**src/rtl/mod_barrett_pkg.sv**
```systemverilog
// Shared constants and FSM state type for the Barrett parameter generator and multiplier.
package mod_barrett_pkg;

  localparam int unsigned DATA_W = 64;
  localparam int unsigned K_W    = 7;
  localparam int unsigned U_W    = 2 * DATA_W;
  // Bit counter must hold 2*K up to 128.
  localparam int unsigned CNT_W  = K_W + 1;

  typedef enum logic [1:0] {
    StIdle,
    StNorm,
    StDiv,
    StDone
  } state_e;

endpackage

```
**src/rtl/lzc_64b.sv**
```systemverilog
// Combinational leading-zero counter; returns WIDTH for an all-zero input.
module lzc_64b #(
  parameter int unsigned WIDTH = 64,
  parameter int unsigned CNT_W = 7
) (
  input  logic [WIDTH-1:0] i_data,
  output logic [CNT_W-1:0] o_lzc
);

  // Scan LSB to MSB so the highest set bit writes last.
  always_comb begin
    o_lzc = CNT_W'(WIDTH);
    for (int i = 0; i < int'(WIDTH); i++) begin
      if (i_data[i]) begin
        o_lzc = CNT_W'(int'(WIDTH) - 1 - i);
      end
    end
  end

endmodule

```
**src/rtl/mod_barrett_param_gen_64b.sv**
```systemverilog
// Barrett constant generator: K = bit-length of the modulus, U = floor(2^(2K) / modulus),
// computed by a one-bit-per-cycle restoring divider.
module mod_barrett_param_gen_64b
  import mod_barrett_pkg::*;
(
  input  logic              iClk,
  input  logic              iRstN,
  input  logic              iClr,
  input  logic              iValid,
  output logic              oReady,
  input  logic [DATA_W-1:0] iMod,
  output logic              oValid,
  input  logic              iReady,
  output logic [K_W-1:0]    oK,
  output logic [U_W-1:0]    oU,
  output logic              oErr
);

  state_e             r_state;
  state_e             w_state_d;
  logic [DATA_W-1:0]  r_m;
  logic [DATA_W:0]    r_r;
  logic [U_W-1:0]     r_q;
  logic [CNT_W-1:0]   r_cnt;
  logic [K_W-1:0]     r_k;
  logic               r_valid;
  logic               r_err;

  logic [K_W-1:0]     w_lzc;
  logic [K_W-1:0]     w_k;
  logic               w_m_zero;
  logic               w_d;
  logic [DATA_W:0]    w_rp;
  logic               w_ge;
  logic               w_accept;

  lzc_64b #(
    .WIDTH (DATA_W),
    .CNT_W (K_W)
  ) u_lzc (
    .i_data (r_m),
    .o_lzc  (w_lzc)
  );

  assign w_k      = K_W'(DATA_W) - w_lzc;
  assign w_m_zero = (r_m == '0);
  assign oReady   = (r_state == StIdle);
  assign w_accept = iValid && oReady && !iClr;

  // Dividend 2^(2K) has a single one at its MSB, consumed on the first step.
  assign w_d  = (r_cnt == {r_k, 1'b0});
  // R < m always, so R fits DATA_W bits and the shifted value fits DATA_W+1.
  assign w_rp = {r_r[DATA_W-1:0], w_d};
  assign w_ge = (w_rp >= {1'b0, r_m});

  always_comb begin
    w_state_d = r_state;
    if (iClr) begin
      w_state_d = StIdle;
    end else begin
      unique case (r_state)
        StIdle: if (w_accept) w_state_d = StNorm;
        StNorm: w_state_d = w_m_zero ? StDone : StDiv;
        StDiv:  if (r_cnt == '0) w_state_d = StDone;
        StDone: if (iReady) w_state_d = StIdle;
        default: w_state_d = StIdle;
      endcase
    end
  end

  always_ff @(posedge iClk or negedge iRstN) begin
    if (!iRstN) begin
      r_state <= StIdle;
    end else begin
      r_state <= w_state_d;
    end
  end

  always_ff @(posedge iClk or negedge iRstN) begin
    if (!iRstN) begin
      r_m     <= '0;
      r_r     <= '0;
      r_q     <= '0;
      r_cnt   <= '0;
      r_k     <= '0;
      r_valid <= 1'b0;
      r_err   <= 1'b0;
    end else if (iClr) begin
      r_valid <= 1'b0;
      r_err   <= 1'b0;
    end else begin
      unique case (r_state)
        StIdle: begin
          if (w_accept) r_m <= iMod;
        end
        StNorm: begin
          if (w_m_zero) begin
            r_k     <= '0;
            r_q     <= '1;
            r_err   <= 1'b1;
            r_valid <= 1'b1;
          end else begin
            r_k   <= w_k;
            r_r   <= '0;
            r_q   <= '0;
            r_err <= 1'b0;
            r_cnt <= {w_k, 1'b0};
          end
        end
        StDiv: begin
          r_r   <= w_ge ? (w_rp - {1'b0, r_m}) : w_rp;
          r_q   <= {r_q[U_W-2:0], w_ge};
          r_cnt <= r_cnt - 1'b1;
          if (r_cnt == '0) r_valid <= 1'b1;
        end
        StDone: begin
          if (iReady) r_valid <= 1'b0;
        end
        default: begin
          r_valid <= 1'b0;
        end
      endcase
    end
  end

  assign oValid = r_valid;
  assign oK     = r_k;
  assign oU     = r_q;
  assign oErr   = r_err;

endmodule

```
**config.mk**
```make
export PLATFORM = sky130hd
export DESIGN_NAME = mod_barrett_param_gen_64b
export DESIGN_NICKNAME = d
export VERILOG_FILES = /design/src/rtl/mod_barrett_pkg.sv /design/src/rtl/lzc_64b.sv /design/src/rtl/mod_barrett_param_gen_64b.sv
export SDC_FILE = /design/constraint.sdc
export NUM_CORES = 1
export LEC_CHECK = 0
export ABC_AREA = 0
export BUFFER_PORTS_ARGS = -buffer_cell sky130_fd_sc_hd__buf_2
export CAP_MARGIN = 0
export CORE_AREA = 2 2 178 180
export CTS_CLUSTER_SIZE = 25
export DETAILED_ROUTE_END_ITERATION = 6
export DIE_AREA = 0 0 180 182
export PLACE_DENSITY = 0.84
export SYNTH_ARGS = -nofsm -noshare
export SYNTH_HDL_FRONTEND = slang
export SYNTH_SLANG_ARGS = --single-unit
```
**constraint.sdc**
```tcl
create_clock -name iClk -period 3.6 [get_ports iClk]
set_input_delay 0.18 -clock iClk [delete_from_list [all_inputs] [get_ports iClk]]
set_output_delay 0.18 -clock iClk [all_outputs]
set_load 0.005 [all_outputs]
```
==> insert_results.sql, run 1 <==
INSERT INTO impl_metrics (metric_group, metric, value, unit) VALUES
('run_status', 'outcome', 'complete, but fails checks', ''),
('run_status', 'violations_in_the_final_reports', 'negative setup slack', ''),
('die', 'start_util', '0.522', ''),
('synth', 'yosysSeqAreaShare', '0.425', ''),
('worst_setup_path', 'setup.worst_path.end_class', 'flip-flop', ''),
('global_route', 'grt_pass1_vias', '15600', ''),
('synth', 'yosys.cell_types.count', '71', ''),
('final_layout', 'insertedDiodeCount', '0', ''),
('clocking', 'htreeDepth', '1', ''),
('timing', 'worst-slew-pin-transition', '0.978', 'ns'),
('global_route', 'initial_antenna_violation_count', '1', ''),
('timing', 'timing.final.crit_share', '1.07', ''),
('synth', 'postSynth.asyncResetShare', '1.00', ''),
('clocking', 'tritoncts', 'yes', ''),
('timing', 'setup_ws', '-0.235', 'ns'),
('final_layout', 'layout.cells.most_common', 'sky130_fd_sc_hd__a21oi_1', ''),
('worst_setup_path', 'crit-reg2reg-launch', 'oK[6]', ''),
('clocking', 'tritoncts.num_buffers', '30', ''),
('timing', 'hold_viol', '0', ''),
('global_route', 'track_usage', '0.299', ''),
('placed_design', 'gpl.final_weighted_congestion', '0.955', ''),
('synth', 'ys_top_cells_by_area', 'sky130_fd_sc_hd__dfrtp_1 43%, sky130_fd_sc_hd__a21oi_1 11%, sky130_fd_sc_hd__ha_1 5.6%', ''),
('drt', 'viasPerCell', '6.02', ''),
('synth', 'syn_warnings', '0', ''),
('clocking', 'clock_sinks', '275', ''),
('clocking', 'clk_latency', '0.59', 'ns'),
('final_layout', 'areaGrowthSynthToFinish', '31.0', '%'),
('clocking', 'root_buffer_selected_by_cts', 'sky130_fd_sc_hd__clkbuf_16', ''),
('die', 'coreArea', '31000', 'µm²'),
('timing', 'fin_worst_skew', '0.0171', 'ns'),
('synth', 'synth_largest_area_cell', 'sky130_fd_sc_hd__dfrtp_1', ''),
('pwr', 'worst_ir_drop_vdd', '0.572', 'mV'),
('worst_setup_path', 'critPathKind', 'reg -> reg', ''),
('hold_path', 'worstHoldStart', 'iValid', ''),
('worst_setup_path', 'setup.worst_path.start_class', 'flip-flop', ''),
('hold_path', 'hold_path.class', 'in -> reg', ''),
('timing', 'setup_repair_after_global_routing_missed_its_margin', 'yes', ''),
('worst_setup_path', 'timing.critical_path.fanout_max', '6', ''),
('pwr', 'static-leakage-power', '9.67', 'nW'),
('synth', 'synth.net_count', '1957', ''),
('timing', 'fmax', '0.261', 'GHz'),
('synth', 'ys_dominant_reg_cell', 'sky130_fd_sc_hd__dfrtp_1', ''),
('die', 'num_io_pins', '207', ''),
('worst_setup_path', 'setup.worst_path.start', 'oK[6]', ''),
('final_layout', 'final_cell_mix', '332 x sky130_fd_sc_hd__a21oi_1, 273 x sky130_fd_sc_hd__dfrtp_1, 206 x sky130_fd_sc_hd__nor2_1', ''),
('clocking', 'cts_max_path_bufs', '3', ''),
('pwr', 'power_per_cell_area', '822', 'nW/µm²'),
('job', 'cap_violations', '0', ''),
('global_route', 'grt_start_max_net_pins', '91', ''),
('drt', 'dr.first_iter.drc_count', '1360', ''),
('die', 'die_span_y', '182', 'µm'),
('final_layout', 'design.final.nets', '2363', ''),
('timing', 'final-max-slew-violation-count', '0', ''),
('drt', 'vias', '15900', ''),
('synth', 'syn-instance-count', '1815', ''),
('placed_design', 'dp_hpwl', '33800', 'µm'),
('timing', 'hold-worst-slack', '0.101', 'ns'),
('timing', 'fin_setup_tns', '-11.31', 'ns'),
('worst_setup_path', 'crit_required', '4.06', 'ns'),
('worst_setup_path', 'cp.arrival', '4.29', 'ns'),
('drt', 'wl_per_cell', '19.4', 'µm'),
('timing', 'final_period_minus_worst_setup_slack', '3.84', 'ns'),
('timing', 'max_slew_headroom', '0.348', ''),
('synth', 'synth_top_cell_area_share', '0.425', ''),
('synth', 'ys_seq_elements', '275', ''),
('final_layout', 'final_layout_size_suffix_gt1_frac', '0.266', ''),
('drt', 'firstDrtPassIters', '6', ''),
('drt', 'drc_errors', '0', ''),
('die', 'placementRows', '65', ''),
('synth', 'syn-cell-area', '16200', 'µm²'),
('synth', 'number_of_synthesized_flops_with_an_enable_pin', '0', ''),
('die', 'design.die.area', '32800', 'µm²'),
('placed_design', 'portBuffers', '206', ''),
('synth', 'postSynthAreaPerCell', '8.91', 'µm²'),
('drt', 'postRouteAntennaNets', '0', ''),
('placed_design', 'dp.cells', '2496', ''),
('timing', 'setup_viol', '65', ''),
('clocking', 'clk_pin_slew_worst_paths', '0.06', 'ns'),
('global_route', 'global_route_wire_length_before_repair', '80800', 'µm'),
('die', 'chipWidth', '180', 'µm'),
('final_layout', 'layoutNonFillerInstCount', '2646', ''),
('drt', 'aggregate_routed_wire_length', '51400', 'µm'),
('global_route', 'grt_overflow_total', '0', '');
[metrics by stage]
stage	utilization	total power, mW	worst slack (ns)	cell area [µm²]
global route	0.684	18.5	-0.451	21200
global placement	0.605	13.1	-0.279	18800
floorplan	-	9.98	0.0956	16200
finish	0.684	17.4	-0.235	21200
detailed placement	0.605	13.4	-0.376	18800
CTS	0.672	17.0	-0.113	20800
[sequential cells by signal, summed over array words and instances (netlist names)]
signal   count
oErr         1
oK           7
oU         128
oValid       1
r_cnt        8
r_m         64
r_r         64
r_state      2
[what timing repair did]
item	4_1_cts	5_1_grt
gates resized for setup	44	47
setup endpoints to repair	68	77
buffers inserted	13	10
gates cloned	3	3
hold buffers	66	0
pin swaps	22	39
endpoints found under the hold margin	151	0
[area by class of cell]
| class | count | area, µm² |
|---|---|---|
| inverters | 90 | 338 |
| clock buffers | 42 | 866 |
| flip-flops and latches | 275 | 6880 |
| well taps | 402 | 503 |
| fillers | 2246 | 9810 |
| multi-input cells | 1346 | 8850 |
| repair buffers | 478 | 3540 |
| clock inverters | 13 | 198 |
[kinds of logic (layout without fill, tap and decap cells)]
logic type / Yosys count / after routing / synth area share
AOI/OAI and AO/OA: 633 / 633 / 0.234
xor gates and xnor gates: 62 / 62 / 0.0336
adders and majority gates: 73 / 73 / 0.0569
buffers and inverters: 194 / 623 / 0.0492
DFF: 275 / 275 / 0.425
muxes: 111 / 111 / 0.0737
and+or+nand+nor: 467 / 467 / 0.128
[worst max-delay path, cell delays in order (launching register included)]
cell	delay [ns]
sky130_fd_sc_hd__dfrtp_1	0.40
sky130_fd_sc_hd__xor2_1	0.19
sky130_fd_sc_hd__nor4_1	0.29
sky130_fd_sc_hd__nand2_1	0.20
sky130_fd_sc_hd__ha_4	0.22
sky130_fd_sc_hd__nor2b_4	0.14
sky130_fd_sc_hd__o2111ai_4	0.14
sky130_fd_sc_hd__nand3_2	0.13
sky130_fd_sc_hd__o2111ai_2	0.14
sky130_fd_sc_hd__a21o_1	0.28
sky130_fd_sc_hd__a2111oi_4	0.49
sky130_fd_sc_hd__o211ai_4	0.13
sky130_fd_sc_hd__o21ai_4	0.17
sky130_fd_sc_hd__a211o_4	0.20
sky130_fd_sc_hd__buf_12	0.15
sky130_fd_sc_hd__clkbuf_16	0.16
sky130_fd_sc_hd__mux2i_1	0.19
sky130_fd_sc_hd__o21ai_1	0.08
[layer usage]
layer,wire length [µm],share of wire,global-route usage,up-vias
li1,-,-,-,7312
met1,20200,0.39,0.375,7662
met2,24500,0.48,0.509,744
met3,3970,0.077,0.0546,200
met4,2740,0.053,0.125,2
met5,11,0.00021,0,-
[cells in the mapped netlist, drive strengths merged (17+ instances only)]
master  number
clkbuf      89
mux2        65
nor2       207
o21a        17
a21o        31
o21ai      114
nand3       34
nor4        17
nand4       26
inv         90
mux2i       46
xnor2       31
xor2        31
dfrtp      275
nor3        21
a21oi      341
ha          72
nand2      115
[worst paths after layout]
| check | to | slack, ns | cells past startpoint |
|---|---|---|---|
| worst max register to register | r_r[3] | -0.24 | 17 |
| min in group asynchronous | r_m[35] | 0.20 | 2 |
| worst max-delay path | r_r[3] | -0.24 | 17 |
| max in group asynchronous | oU[120] | 2.24 | 3 |
| worst min-delay path | r_state[1] | 0.10 | 4 |
| worst min register to register | oValid | 0.52 | 2 |
[power by group]
group,internal [mW],switching [mW],leakage (nW)
clock,1.97,1.35,0.514
sequential,4.36,1.09,3.40
combinational,3.77,4.87,5.76
Note: power is estimated with default switching activity, not from simulation.
==> run 2, diff against run 1 <==
--- a/config.mk
+++ b/config.mk
@@ -13,6 +13,7 @@
 export DETAILED_ROUTE_END_ITERATION = 6
 export DIE_AREA = 0 0 180 182
 export PLACE_DENSITY = 0.84
+export RECOVER_POWER = 25
 export SYNTH_ARGS = -nofsm -noshare
 export SYNTH_HDL_FRONTEND = slang
 export SYNTH_SLANG_ARGS = --single-unit
==> constraint.sdc (replaced) <==
create_clock -name iClk -period 3.6 [get_ports iClk]
set_input_delay 1.08 -clock iClk [delete_from_list [all_inputs] [get_ports iClk]]
set_output_delay 1.08 -clock iClk [all_outputs]
set_load 0.005 [all_outputs]
==> run 2 against run 1 <==
The flow finishes with violations (design-rule violations, max-capacitance violations, max-slew violations, negative setup slack). Register-to-register slack got worse by 0.04 ns. Cell count is 1.2% lower. Critical path depth down 2. Worst setup slack worse by 0.039 ns. Clock skew fell by 0.0043 ns. Worst hold slack improved by 0.41 ns. Largest cell class unchanged. Largest power group unchanged.
==> insert_results.sql, run 2 (synthesis results as in run 1) <==
INSERT INTO impl_metrics (metric_group, metric, value, unit) VALUES
('global_route', 'grt_overflow_total', '0', ''),
('pwr', 'comb_power_share', '0.494', ''),
('placed_design', 'gpl.final_weighted_congestion', '0.948', ''),
('worst_setup_path', 'cp_slowest_cell', 'sky130_fd_sc_hd__or4_1', ''),
('die', 'placementRows', '65', ''),
('pwr', 'worst_ir_drop_vdd', '0.667', 'mV'),
('global_route', 'grt_pass1_vias', '15800', ''),
('placed_design', 'dp_hpwl', '33800', 'µm'),
('drt', 'wl_met2', '24200', 'µm'),
('final_layout', 'final_cell_mix', '327 x sky130_fd_sc_hd__a21oi_1, 274 x sky130_fd_sc_hd__dfrtp_1, 205 x sky130_fd_sc_hd__nor2_1, 205 x sky130_fd_sc_hd__buf_2, 198 x sky130_fd_sc_hd__buf_4', ''),
('placed_design', 'portBuffers', '206', ''),
('timing', 'final_period_minus_worst_setup_slack', '3.87', 'ns'),
('pwr', 'seq_power_share', '0.305', ''),
('final_layout', 'final_layout_size_suffix_gt1_frac', '0.292', ''),
('clocking', 'cts_max_path_bufs', '3', ''),
('clocking', 'htreeDepth', '1', ''),
('drt', 'topRoutingLayerUsed', 'met5', ''),
('clocking', 'clk_pin_slew_worst_paths', '0.06', 'ns'),
('drt', 'dr.first_iter.drc_count', '1606', ''),
('pwr', 'static-leakage-power', '9.61', 'nW'),
('drt', 'vias', '15900', ''),
('die', 'coreArea', '31000', 'µm²'),
('global_route', 'initial_antenna_violation_count', '3', ''),
('worst_setup_path', 'critPathKind', 'reg -> reg', ''),
('hold_path', 'hold_path.class', 'reg -> reg', ''),
('pwr', 'power.internal', '10.4', 'mW'),
('timing', 'worst-slew-pin-transition', '2.09', 'ns'),
('worst_setup_path', 'setup.worst_path.end_class', 'flip-flop', ''),
('pwr', 'clockPowerShare', '0.201', ''),
('timing', 'setup_repair_after_global_routing_missed_its_margin', 'yes', ''),
('final_layout', 'largest_register_ffs', '128', ''),
('timing', 'fmax', '0.258', 'GHz'),
('final_layout', 'areaGrowthSynthToFinish', '29.8', '%'),
('timing', 'hold_viol', '0', ''),
('timing', 'hold-worst-slack', '0.508', 'ns'),
('timing', 'fin_worst_skew', '0.0128', 'ns'),
('global_route', 'grt_start_max_net_pins', '129', ''),
('clocking', 'clock_sinks', '275', ''),
('drt', 'routed-wl-met3', '4580', 'µm'),
('clocking', 'tritoncts.num_buffers', '31', ''),
('worst_setup_path', 'worstPathCellList', 'inv_1 > ha_1 > buf_4 > nand4_1 > or4_1 > o21a_1 > a21o_1 > a2111oi_4 > o211ai_4 > o21ai_4 > a211o_4 > buf_8 > buf_12 > mux2i_2 > o21ai_1', ''),
('die', 'die_span_y', '182', 'µm'),
('placed_design', 'post-place-ws', '-0.438', 'ns'),
('timing', 'setup_ws', '-0.274', 'ns'),
('pwr', 'power_per_cell_area', '848', 'nW/µm²'),
('clocking', 'root_buffer_selected_by_cts', 'sky130_fd_sc_hd__clkbuf_16', ''),
('worst_setup_path', 'timing.critical_path.slowest_cell_delay', '0.58', 'ns'),
('clocking', 'clk_latency', '0.58', 'ns'),
('worst_setup_path', 'cp.arrival', '4.32', 'ns'),
('pwr', 'totalPowerFinal', '17.8', 'mW'),
('timing', 'setup_viol', '65', ''),
('run_status', 'violations_in_the_final_reports', 'design-rule violations, max-capacitance violations, max-slew violations, negative setup slack', ''),
('clocking', 'tritoncts', 'yes', ''),
('pwr', 'total_switching_power', '7.40', 'mW'),
('global_route', 'global_route_wire_length_before_repair', '81300', 'µm'),
('die', 'chipWidth', '180', 'µm'),
('drt', 'm1WireLength', '19700', 'µm'),
('timing', 'final-max-slew-violation-count', '76', ''),
('final_layout', 'filler_cell_count', '2206', ''),
('final_layout', 'layoutNonFillerInstCount', '2613', ''),
('final_layout', 'design.final.nets', '2326', ''),
('final_layout', 'layout.cells.most_common', 'sky130_fd_sc_hd__a21oi_1', ''),
('job', 'cap_violations', '1', ''),
('drt', 'drc_errors', '29', ''),
('drt', 'postRouteAntennaNets', '0', ''),
('die', 'num_io_pins', '207', ''),
('worst_setup_path', 'crit_required', '4.04', 'ns'),
('worst_setup_path', 'setup.worst_path.start_class', 'flip-flop', ''),
('global_route', 'track_usage', '0.302', ''),
('die', 'start_util', '0.522', ''),
('drt', 'viasPerCell', '6.10', ''),
('drt', 'firstDrtPassIters', '7', ''),
('die', 'design.die.area', '32800', 'µm²'),
('run_status', 'outcome', 'complete, but fails checks', ''),
('timing', 'max_slew_headroom', '-0.390', ''),
('drt', 'wl_per_cell', '19.7', 'µm'),
('pwr', 'switching_share', '0.416', ''),
('placed_design', 'dp.cells', '2500', ''),
('timing', 'timing.final.crit_share', '1.08', ''),
('drt', 'aggregate_routed_wire_length', '51400', 'µm'),
('worst_setup_path', 'timing.critical_path.fanout_max', '6', '');
## run 2: cell types whose count changed in the layout (fill, tap and decap cells not counted), sizes merged
| cell | before | now |
|---|---|---|
| inv | 90 | 92 |
| bufinv | 4 | 6 |
| dlygate4sd3 | 66 | 0 |
| clkinvlp | 3 | 2 |
| clkbuf | 45 | 49 |
| buf | 409 | 435 |
| clkinv | 6 | 4 |
| diode | 0 | 2 |
## run 2: cell type report
cell class              instances  area, µm²  share of cell area
diodes                          2       5.00            0.000238
clock buffers                  44        925              0.0440
clock inverters                14        233              0.0111
inverters                      90        338              0.0161
multi-input cells            1346       9010               0.429
flip-flops and latches        275       6880               0.328
well taps                     402        503              0.0240
repair buffers                440       3100               0.148
## run 2: metal layers
| layer | vias up | GRT usage |
|---|---|---|
| met2 | 843 | 0.496 |
| met4 | 2 | 0.155 |
| li1 | 7245 | - |
| met3 | 244 | 0.0642 |
| met5 | - | 0 |
| met1 | 7615 | 0.378 |
## run 2: power groups by stage
stage,combinational [mW],sequential [mW],clock (mW)
floorplan,4.60,5.37,0
global placement,7.73,5.33,0
detailed placement,7.99,5.41,0
CTS,8.31,5.40,3.59
global route,9.58,5.60,3.71
finish,8.80,5.44,3.57
## run 2: timing repair
item / in CTS / in global routing
hold buffers: 0 / 0
setup endpoints to repair: 72 / 75
buffers inserted: 36 / 14
gates cloned: 6 / 1
resized for setup: 78 / 56
pin swaps: 46 / 62
## run 2: through the flow
| stage | cell area [µm²] | utilization | TNS, ns |
|---|---|---|---|
| final | 21000 | 0.677 | -12.38 |
| after global routing | 21000 | 0.677 | -21.44 |
| after CTS | 20700 | 0.668 | -5.19 |
| after detailed placement | 18800 | 0.608 | -20.27 |
| after global placement | 18800 | 0.608 | -16.59 |
| after floorplan | 16200 | - | 0 |
## run 2: final timing paths
kind,startpoint,end,slack (ns),cells after the start
min in group asynchronous,iRstN,r_m[33],1.09,1
max in group asynchronous,iRstN,oU[51],0.44,2
min,oValid,oValid,0.51,2
max reg2reg,r_m[26],r_r[35],-0.27,15
max,r_m[26],r_r[35],-0.27,15
min reg2reg,oValid,oValid,0.51,2
## run 2: worst max-delay path, delay by kind of cell (launching register included)
family,cells,cell delay (ns)
compound gates,7,1.54
simple gates,2,0.76
buf+inv,4,0.55
flops,1,0.34
fa+ha+maj,1,0.32
mux,1,0.23
